[config.mk]
export PLATFORM = sky130hd
export DESIGN_NAME = aes_term_skid_stage
export DESIGN_NICKNAME = d
export VERILOG_FILES = /design/src/rtl/aes_term_skid_stage.sv
export SDC_FILE = /design/constraint.sdc
export NUM_CORES = 1
export LEC_CHECK = 0
export ABC_AREA = 0
export BUFFER_PORTS_ARGS = -buffer_cell sky130_fd_sc_hd__buf_2
export CORE_MARGIN = 1.5
export CORE_UTILIZATION = 30
export CTS_CLUSTER_SIZE = 25
export DETAILED_ROUTE_END_ITERATION = 7
export GPL_TIMING_DRIVEN = 0
export SETUP_SLACK_MARGIN = 0.15
export SLEW_MARGIN = 20
export SYNTH_ARGS = -nofsm -noshare
export SYNTH_HDL_FRONTEND = slang
export SYNTH_SLANG_ARGS = --single-unit
export TNS_END_PERCENT = 1
[constraint.sdc]
create_clock -name clk -period 2.3 [get_ports clk]
set_input_delay 0.46 -clock clk [delete_from_list [all_inputs] [get_ports clk]]
set_output_delay 0.46 -clock clk [all_outputs]
set_load 0.02 [all_outputs]
[src/rtl/aes_term_skid_stage.sv]
`default_nettype none
// ---------------------------------------------------------------------------
// aes_term_skid_stage: 2-entry in-order skid buffer in front of the term decode cone.
// Revision: 1.0
// ---------------------------------------------------------------------------
module aes_term_skid_stage #(
  parameter int WIDTH = 9,
  parameter int CNT_W = 16
) (
  input  logic             clk,
  input  logic             rst_n,
  input  logic             in_valid,
  output logic             in_ready,
  input  logic [WIDTH-1:0] in_data,
  output logic             out_valid,
  input  logic             out_ready,
  output logic [WIDTH-1:0] out_data,
  input  logic             flush,
  output logic [CNT_W-1:0] xfer_count
);

  localparam logic [1:0]       C_OCC_EMPTY = 2'd0;
  localparam logic [1:0]       C_OCC_FULL  = 2'd2;
  localparam logic [CNT_W-1:0] C_CNT_MAX   = '1;
  localparam logic [CNT_W-1:0] C_CNT_ONE   = {{(CNT_W-1){1'b0}}, 1'b1};

  logic [WIDTH-1:0] r_slot0;
  logic [WIDTH-1:0] r_slot1;
  logic             r_rd_ptr;
  logic [1:0]       r_occ;
  logic [CNT_W-1:0] r_xfer_count;

  logic w_push;
  logic w_pop;
  logic w_wr_ptr;

  // Ready is a function of occupancy only, so upstream never sees out_ready.
  assign in_ready   = (r_occ < C_OCC_FULL) && !flush && rst_n;
  assign out_valid  = (r_occ != C_OCC_EMPTY);
  assign out_data   = r_rd_ptr ? r_slot1 : r_slot0;
  assign xfer_count = r_xfer_count;

  assign w_push   = in_valid && in_ready;
  assign w_pop    = out_valid && out_ready;
  assign w_wr_ptr = r_rd_ptr ^ r_occ[0];

  always_ff @(posedge clk or negedge rst_n) begin
    if (!rst_n) begin
      r_occ    <= C_OCC_EMPTY;
      r_rd_ptr <= 1'b0;
    end else begin
      if (flush) begin
        r_occ <= C_OCC_EMPTY;
      end else if (w_push && !w_pop) begin
        r_occ <= r_occ + 2'd1;
      end else if (!w_push && w_pop) begin
        r_occ <= r_occ - 2'd1;
      end
      if (w_pop) begin
        r_rd_ptr <= !r_rd_ptr;
      end
    end
  end

  always_ff @(posedge clk or negedge rst_n) begin
    if (!rst_n) begin
      r_slot0 <= '0;
      r_slot1 <= '0;
    end else if (w_push) begin
      if (w_wr_ptr) begin
        r_slot1 <= in_data;
      end else begin
        r_slot0 <= in_data;
      end
    end
  end

  always_ff @(posedge clk or negedge rst_n) begin
    if (!rst_n) begin
      r_xfer_count <= '0;
    end else if (w_pop && (r_xfer_count != C_CNT_MAX)) begin
      r_xfer_count <= r_xfer_count + C_CNT_ONE;
    end
  end

endmodule
`default_nettype wire

==> flow_metrics.py, run 1 <==
metrics = {
    "synth": {
        "synth_area_leaders": "dfrtp_1 52%, mux2_2 18%, xor2_1 5.9%",
        "ys_async_sr_fraction": 1.00,
        "synth_compound_area_frac": 0.0330,
        "syn-cell-area_um2": 1780,
        "ys_ff_latch": 37,
        "synth_common_cells": "37 x dfrtp_1, 28 x mux2_2, 12 x xor2_1",
        "muxShareOfSynthArea": 0.191,
        "ys_seq_area_frac": 0.519,
        "synth.most_common_cell": "dfrtp_1",
        "yosys.area_share.adder": 0.00701,
        "synth_top_area_share": 0.519,
        "synthSimpleGateAreaFrac": 0.170,
        "synth_largest_area_cell": "dfrtp_1",
        "synth_top_family_by_area": "multiplexers",
        "synth_ff_type": "dfrtp_1",
        "synth-edff-count": 0,
        "ys_types": 36,
        "yosysWarningCount": 0,
        "avgSynthCellArea_um2": 12.9,
        "synth-xor-area-share": 0.0687,
        "synth_cells": 138,
        "syn_nets": 153,
    },
    "power": {
        "p_leak_nw": 1.06,
        "peakVddDrop_uv": 455,
        "powerDensity_nw_per_um2": 1040,
    },
    "floorplan": {
        "die_w_um": 80.1,
        "start_util": 0.318,
        "die_h_um": 80.1,
        "row_count": 27,
        "io_pins": 41,
        "design.core.area_um2": 5610,
        "dieArea_um2": 6420,
    },
    "finish": {
        "nets": 200,
        "n_antenna_cell": 0,
        "area_growth_pct": 21.3,
        "instances_no_fill": 257,
        "utilization": 0.386,
        "design_area_um2": 2160,
        "drive_above_1_share": 0.476,
    },
    "worst_setup_path": {
        "required_ps": 2470,
        "cpLargestDelayFamily": "simple AND/OR/NAND/NOR gates",
        "end_kind": "flip-flop",
        "arrival_ps": 2130,
        "crit_path_start_kind": "flip-flop",
        "crit_chain": "ha_1 > nand4_2 > nor4_4 > nor2_2 > mux2_4",
        "slowest_delay_ps": 540,
        "crit_type": "reg2reg",
        "slowest_stage": "nor4_4",
        "worst-path-buf-inv": 0,
        "cp_max_fo": 8,
    },
    "route": {
        "routedWlPerCell_um": 13.0,
        "drt_wl_total_um": 3350,
        "via_per_inst": 4.79,
        "drc_errors": 0,
        "drtIter0Drc": 11,
        "ant_nets": 0,
        "dr_total_vias": 1230,
        "first_pass_iters": 2,
    },
    "cts": {
        "path_clk_slew_ps": 70,
        "cts_tree": "yes",
        "cts_setup_buffers": 0,
        "cts_max_path_buffers": 2,
        "clock_latency_ps": 280,
        "cts_buffers": 5,
        "cts_num_sinks": 37,
        "root_buffer": "clkbuf_8",
        "cts-htree-levels": 2,
    },
    "outcome": {
        "outcome": "finished, final reports clean",
    },
    "placed_design": {
        "hpwl_um": 2310,
        "port_buffers": 40,
        "gp_congestion": 0.672,
        "place_inst": 250,
        "post-place-ws_ps": -136,
        "placed_cell_area_um2": 2070,
    },
    "grt": {
        "antenna_found_initial": 0,
        "grt_pass1_wl_um": 5710,
        "grtUsageTotal": 0.116,
        "grt_pass1_vias": 1200,
        "grt_start_max_net_pins": 41,
        "grt_overflow": 0,
    },
    "sta": {
        "fin_skew_ps": 5.31,
        "fin_crit_ps": 1960,
        "fin_hold_ws_ps": 185,
        "max_slew_margin": 0.566,
        "clock.fmax_mhz": 510,
        "post-route-period-util": 0.852,
        "setup_viol": 0,
        "maxSlewViolCount": 0,
        "finalHoldViolCount": 0,
        "tightest_slew_ps": 645,
        "rsz0062_at_grt": "false",
        "fin_ws_ps": 339,
    },
    "job": {
        "drv_cap": 0,
    },
    "min_path": {
        "hold_class": "in2async",
    },
}
-- what timing repair did --
item	CTS	global route
pin swaps	0	0
resized for setup	1	1
hold buffers	0	0
cloned	0	0
endpoints found under the setup margin	9	19
-- cells by family (layout without fill, tap and decap cells) --
group                    Yosys count  count (layout)
XOR/XNOR                          14              14
multiplexers                      30              30
AND/OR/NAND/NOR                   44              44
flip-flops                        37              37
adder cells (fa/ha/maj)            1               1
AO/OA/AOI/OAI                      9               9
buffers and inverters              3              50
-- where the power goes --
| part | internal (mW) | total (mW) | switching, mW |
|---|---|---|---|
| Combinational | 0.406 | 0.832 | 0.427 |
| Sequential | 0.855 | 0.977 | 0.121 |
| Clock | 0.238 | 0.450 | 0.212 |
| Total | 1.50 | 2.26 | 0.760 |
-- sequential cells by signal, summed over array words and instances (netlist names) --
signal / count
r_rd_ptr: 1
xfer_count: 16
r_slot0: 9
r_slot1: 9
r_occ: 2
-- routing by layer --
layer | GRT usage | routed length, um | vias to the layer above
met5 | 0 | 0 | -
met4 | 0.0517 | 57 | 0
met3 | 0.0375 | 201 | 8
met2 | 0.183 | 1540 | 34
met1 | 0.145 | 1550 | 593
li1 | - | - | 595
-- placed cells by master (no fill, tap or decap), types with 2 or more instances in the layout --
| cell type | n |
|---|---|
| nand3b_1 | 2 |
| nor2_1 | 4 |
| nand2_1 | 6 |
| or3_1 | 2 |
| or2b_1 | 2 |
| nor4_1 | 3 |
| mux2_2 | 28 |
| nor3_2 | 4 |
| nor3b_1 | 2 |
| nand3_1 | 6 |
| dfrtp_1 | 37 |
| a21oi_1 | 2 |
| buf_2 | 40 |
| nand4_1 | 2 |
| nor3_1 | 3 |
| clkbuf_8 | 6 |
| o21ai_0 | 2 |
| xor2_1 | 12 |
| xnor2_1 | 2 |
-- layout make-up --
cell class / count / area [um^2]
buffer: 3 / 21.3
clock buffer: 7 / 86.3
fill: 565 / 3440
multi-input combinational: 98 / 838
sequential: 37 / 926
tap: 72 / 90.1
timing repair buffer: 40 / 203
-- per-stage QoR --
| stage | setup TNS, ps | total power, mW |
|---|---|---|
| global route | 0 | 2.40 |
| detailed placement | -1970 | 1.83 |
| floorplan | 0 | 1.58 |
| finish | 0 | 2.26 |
| CTS | 0 | 2.29 |
| global placement | -2060 | 1.82 |
-- path summary, 6_finish.rpt --
| path | start | end | slack (ps) | cells past startpoint |
|---|---|---|---|---|
| max | xfer_count[0]$_DFFE_PN0P_ | xfer_count[1]$_DFFE_PN0P_ | 340 | 5 |
| min | rst_n | r_slot1[6]$_DFFE_PN0P_ | 180 | 1 |
| max reg2reg | xfer_count[0]$_DFFE_PN0P_ | xfer_count[1]$_DFFE_PN0P_ | 340 | 5 |
| min reg2reg | r_slot0[7]$_DFFE_PN0P_ | r_slot0[7]$_DFFE_PN0P_ | 500 | 1 |
| max in group asynchronous | rst_n | xfer_count[2]$_DFFE_PN0P_ | 1750 | 1 |
| min in group clk | flush | r_occ[1]$_DFFE_PN0P_ | 390 | 2 |
(Power assumes the default switching activity.)
==> inputs of run 2 (changes only) <==
Settings changed: PLACE_DENSITY from default to 0.52.
==> flow_metrics.py, run 2 (synthesis gave the netlist of run 1 again) <==
metrics = {
    "route": {
        "first_pass_iters": 4,
        "ant_nets": 0,
        "drtIter0Drc": 34,
        "via_per_inst": 4.91,
        "routedWlPerCell_um": 14.1,
        "drc_errors": 0,
        "dr_total_vias": 1267,
        "drt_wl_total_um": 3630,
    },
    "cts": {
        "root_buffer": "clkbuf_8",
        "cts_buffers": 5,
        "cts_max_path_buffers": 2,
        "cts_tree": "yes",
        "cts_num_sinks": 37,
        "cts_setup_buffers": 0,
        "clock_latency_ps": 280,
        "cts-htree-levels": 2,
        "path_clk_slew_ps": 70,
    },
    "job": {
        "drv_cap": 0,
    },
    "worst_setup_path": {
        "required_ps": 2470,
        "slowest_stage": "nor4_4",
        "crit_path_start_kind": "flip-flop",
        "reg2reg_slack_ps": 320,
        "slowest_delay_ps": 530,
        "reg2reg_from": "xfer_count[0]$_DFFE_PN0P_",
        "arrival_ps": 2160,
        "end_kind": "flip-flop",
        "reg2reg_depth": 5,
        "r2r_end": "xfer_count[1]$_DFFE_PN0P_",
        "crit_chain": "ha_1 > nand4_2 > nor4_4 > nor2_2 > mux2_4",
        "crit_type": "reg2reg",
        "cp_max_fo": 8,
    },
    "placed_design": {
        "hpwl_um": 2660,
        "gp_congestion": 0.783,
        "placed_cell_area_um2": 2070,
        "port_buffers": 40,
    },
    "grt": {
        "antenna_found_initial": 0,
        "grt_pass1_wl_um": 6110,
        "grtUsageTotal": 0.124,
        "grt_pass1_vias": 1317,
        "grt_start_max_net_pins": 41,
        "grt_overflow": 0,
    },
    "power": {
        "p_leak_nw": 1.07,
        "peakVddDrop_uv": 554,
        "powerDensity_nw_per_um2": 1070,
    },
    "floorplan": {
        "design.core.area_um2": 5610,
        "die_w_um": 80.1,
        "start_util": 0.318,
        "row_count": 27,
        "die_h_um": 80.1,
        "dieArea_um2": 6420,
        "io_pins": 41,
    },
    "finish": {
        "largest_register_ffs": 16,
        "drive_above_1_share": 0.484,
        "area_growth_pct": 22.2,
        "mostFrequentLayoutCell": "buf_2",
        "final_cell_mix": "40 x buf_2, 37 x dfrtp_1, 28 x mux2_2",
        "nFillCells": 581,
        "n_antenna_cell": 0,
        "design_area_um2": 2180,
        "nets": 200,
    },
    "sta": {
        "fin_skew_ps": 2.58,
        "fin_hold_ws_ps": 176,
        "post-route-period-util": 0.862,
        "clock.fmax_mhz": 504,
        "max_slew_margin": 0.578,
        "finalHoldViolCount": 0,
        "setup_viol": 0,
        "maxSlewViolCount": 0,
        "tightest_slew_ps": 627,
        "rsz0062_at_grt": "false",
        "fin_crit_ps": 1980,
    },
    "min_path": {
        "hold_class": "in2async",
    },
    "outcome": {
        "outcome": "finished, final reports clean",
    },
}
## run 2: timing repair
| item | 4_1_cts | 5_1_grt |
|---|---|---|
| setup endpoints to repair | 9 | 19 |
| gates resized for setup | 1 | 1 |
| hold buffers | 0 | 0 |
| endpoints found under the hold margin | 0 | 0 |
## run 2: layer usage
layer  vias to the layer above  routed length (um)  GRT usage  part of all wire
met3                         5                 207     0.0443             0.057
li1                        598                   -          -                 -
met5                         -                   0          0                 0
met2                        37                1800      0.214              0.50
met1                       627                1580      0.144              0.44
met4                         0                  39     0.0379             0.011
## run 2: power breakdown
part	internal, mW	switching, mW
combinational	0.407	0.438
sequential	0.855	0.133
clock	0.271	0.218
total	1.53	0.789
## run 2: area by class of cell
cell class / instances / area [um^2] / share of cell area
timing repair buffer: 40 / 203 / 0.0930
clock buffer: 7 / 96.3 / 0.0442
buffer: 3 / 21.3 / 0.00976
clock inverter: 1 / 5.00 / 0.00230
sequential: 37 / 926 / 0.425
multi-input combinational: 98 / 838 / 0.385
tap: 72 / 90.1 / 0.0413
## run 2: critical path, delay by kind of cell, from the launching register on
family        cells  cell delay [ps]
mux               1              310
flops             1              420
simple gates      3              900
fa+ha+maj         1              230
## run 2: how the worst max path moves through the flow
| stage | cells past startpoint | startpoint | end |
|---|---|---|---|
| after floorplan | 5 | xfer_count[0]$_DFFE_PN0P_ | xfer_count[1]$_DFFE_PN0P_ |
| after global placement | 5 | rst_n | r_slot0[0]$_DFFE_PN0P_ |
| after detailed placement | 5 | rst_n | r_slot0[3]$_DFFE_PN0P_ |
| after CTS | 5 | rst_n | r_slot0[3]$_DFFE_PN0P_ |
| after global routing | 5 | xfer_count[0]$_DFFE_PN0P_ | xfer_count[1]$_DFFE_PN0P_ |
| final | 5 | xfer_count[0]$_DFFE_PN0P_ | xfer_count[1]$_DFFE_PN0P_ |
## run 2: metrics by stage
| stage | TNS [ps] | utilization | instances | power, mW | setup slack (ps) |
|---|---|---|---|---|---|
| after floorplan | 0 | - | 138 | 1.58 | 435 |
| after CTS | 0 | 0.388 | 258 | 2.36 | 196 |
| after global placement | -418 | 0.370 | 250 | 1.80 | -47.4 |
| after global routing | 0 | 0.389 | 258 | 2.47 | 162 |
| final | 0 | 0.389 | 258 | 2.32 | 316 |
| after detailed placement | -1400 | 0.370 | 250 | 1.85 | -114 |
==> inputs of run 3 (changes only) <==
Settings changed: CORE_UTILIZATION 30 to 25, PLACE_DENSITY 0.52 to 0.45.
==> flow_metrics.py, run 3 (synthesis gave the netlist of run 1 again) <==
metrics = {
    "grt": {
        "grt_pass1_wl_um": 6070,
        "grt_overflow": 0,
        "grtUsageTotal": 0.103,
        "grt_pass1_vias": 1285,
        "grt_start_max_net_pins": 41,
        "antenna_found_initial": 0,
    },
    "power": {
        "internal_power_mw": 1.47,
        "p_leak_nw": 1.06,
        "p_switching_mw": 0.779,
        "swShare": 0.346,
        "combPwrFrac": 0.370,
        "peakVddDrop_uv": 566,
        "pwr-share-clk": 0.196,
        "p_seq_frac": 0.434,
        "powerDensity_nw_per_um2": 1030,
    },
    "floorplan": {
        "dieArea_um2": 7650,
        "start_util": 0.261,
        "die_w_um": 87.5,
        "die_h_um": 87.5,
        "design.core.area_um2": 6830,
        "io_pins": 41,
        "row_count": 30,
    },
    "cts": {
        "path_clk_slew_ps": 80,
        "cts-htree-levels": 2,
        "cts_tree": "yes",
        "root_buffer": "clkbuf_8",
        "postCtsHoldBufs": 0,
        "clock_latency_ps": 290,
        "cts_buffers": 5,
        "cts_max_path_buffers": 2,
        "cts_num_sinks": 37,
    },
    "job": {
        "drv_cap": 0,
    },
    "route": {
        "via_per_inst": 4.35,
        "first_pass_iters": 4,
        "ant_nets": 0,
        "routedWlPerCell_um": 12.6,
        "drt_wl_total_um": 3550,
        "drc_errors": 0,
        "drtIter0Drc": 42,
        "dr_total_vias": 1226,
    },
    "worst_setup_path": {
        "crit_type": "reg2reg",
        "reg2reg_from": "xfer_count[0]$_DFFE_PN0P_",
        "reg2reg_slack_ps": 340,
        "r2r_end": "xfer_count[1]$_DFFE_PN0P_",
        "crit_path_start_kind": "flip-flop",
        "required_ps": 2480,
        "reg2reg_depth": 5,
        "cp_max_fo": 8,
        "arrival_ps": 2150,
        "end_kind": "flip-flop",
    },
    "sta": {
        "finalHoldViolCount": 0,
        "rsz0062_at_grt": "false",
        "clock.fmax_mhz": 509,
        "max_slew_margin": 0.564,
        "maxSlewViolCount": 0,
        "post-route-period-util": 0.854,
        "fin_tns_setup_ps": 0,
        "fin_crit_ps": 1960,
        "fin_hold_ws_ps": 183,
        "setup_viol": 0,
        "tightest_slew_ps": 649,
        "fin_skew_ps": 8.31,
    },
    "finish": {
        "mostFrequentLayoutCell": "buf_2",
        "design_area_um2": 2190,
        "utilization": 0.321,
        "nets": 200,
        "final_cell_mix": "40 x buf_2, 37 x dfrtp_1, 28 x mux2_2",
        "area_growth_pct": 22.8,
        "drive_above_1_share": 0.478,
        "largest_register_ffs": 16,
        "n_antenna_cell": 0,
    },
    "placed_design": {
        "port_buffers": 40,
        "placed_cell_area_um2": 2100,
        "gp_congestion": 0.674,
        "hpwl_um": 2420,
    },
    "outcome": {
        "outcome": "finished, final reports clean",
    },
    "min_path": {
        "hold_class": "in2async",
    },
}
run 3: worst max path at each step:
stage / end / slack, ps / from / cells past startpoint
finish: xfer_count[1]$_DFFE_PN0P_ / 340 / xfer_count[0]$_DFFE_PN0P_ / 5
global route: xfer_count[14]$_DFFE_PN0P_ / 160 / xfer_count[0]$_DFFE_PN0P_ / 5
CTS: r_slot0[6]$_DFFE_PN0P_ / 130 / rst_n / 5
detailed placement: r_slot0[2]$_DFFE_PN0P_ / -190 / rst_n / 5
global placement: r_slot0[1]$_DFFE_PN0P_ / -180 / rst_n / 5
floorplan: xfer_count[1]$_DFFE_PN0P_ / 430 / xfer_count[0]$_DFFE_PN0P_ / 5
run 3: through the flow:
stage	total power [mW]	instances	setup slack, ps
2_1_floorplan	1.58	138	435
3_3_place_gp	1.83	274	-180
3_5_place_dp	1.83	274	-191
4_1_cts	2.29	282	125
5_1_grt	2.40	282	161
6_report	2.25	282	335
run 3: power by group through the flow:
stage	Combinational, mW	Clock (mW)	Sequential, mW
final	0.832	0.442	0.975
after global placement	0.839	0	0.986
after CTS	0.849	0.463	0.978
after global routing	0.906	0.494	1.00
after floorplan	0.570	0	1.00
after detailed placement	0.841	0	0.990
run 3: worst max-delay path: stages (launching register included):
cell     delay [ps]
dfrtp_1         410
ha_1            220
nand4_2         280
nor4_4          530
nor2_2          100
mux2_4          310
run 3: layer usage:
layer,track usage,vias up,share of wire
li1,-,593,-
met1,0.130,598,0.48
met2,0.166,33,0.46
met3,0.0398,2,0.056
met4,0.0260,0,0.0037
met5,0,-,0
run 3: cell type report:
| class | count | area, um^2 |
|---|---|---|
| plain buffers | 3 | 21.3 |
| clock buffers | 6 | 72.6 |
| clock inverters | 2 | 10.0 |
| fillers | 734 | 4640 |
| multi-input cells | 98 | 838 |
| flip-flops and latches | 37 | 926 |
| well taps | 96 | 120 |
| repair buffers | 40 | 203 |
run 3: timing repair:
action | in CTS | in global routing
gates resized for setup | 1 | 1
setup endpoints to repair | 24 | 19
pin swaps | 0 | 0
setup buffers | 0 | 0
endpoints found under the hold margin | 0 | 0
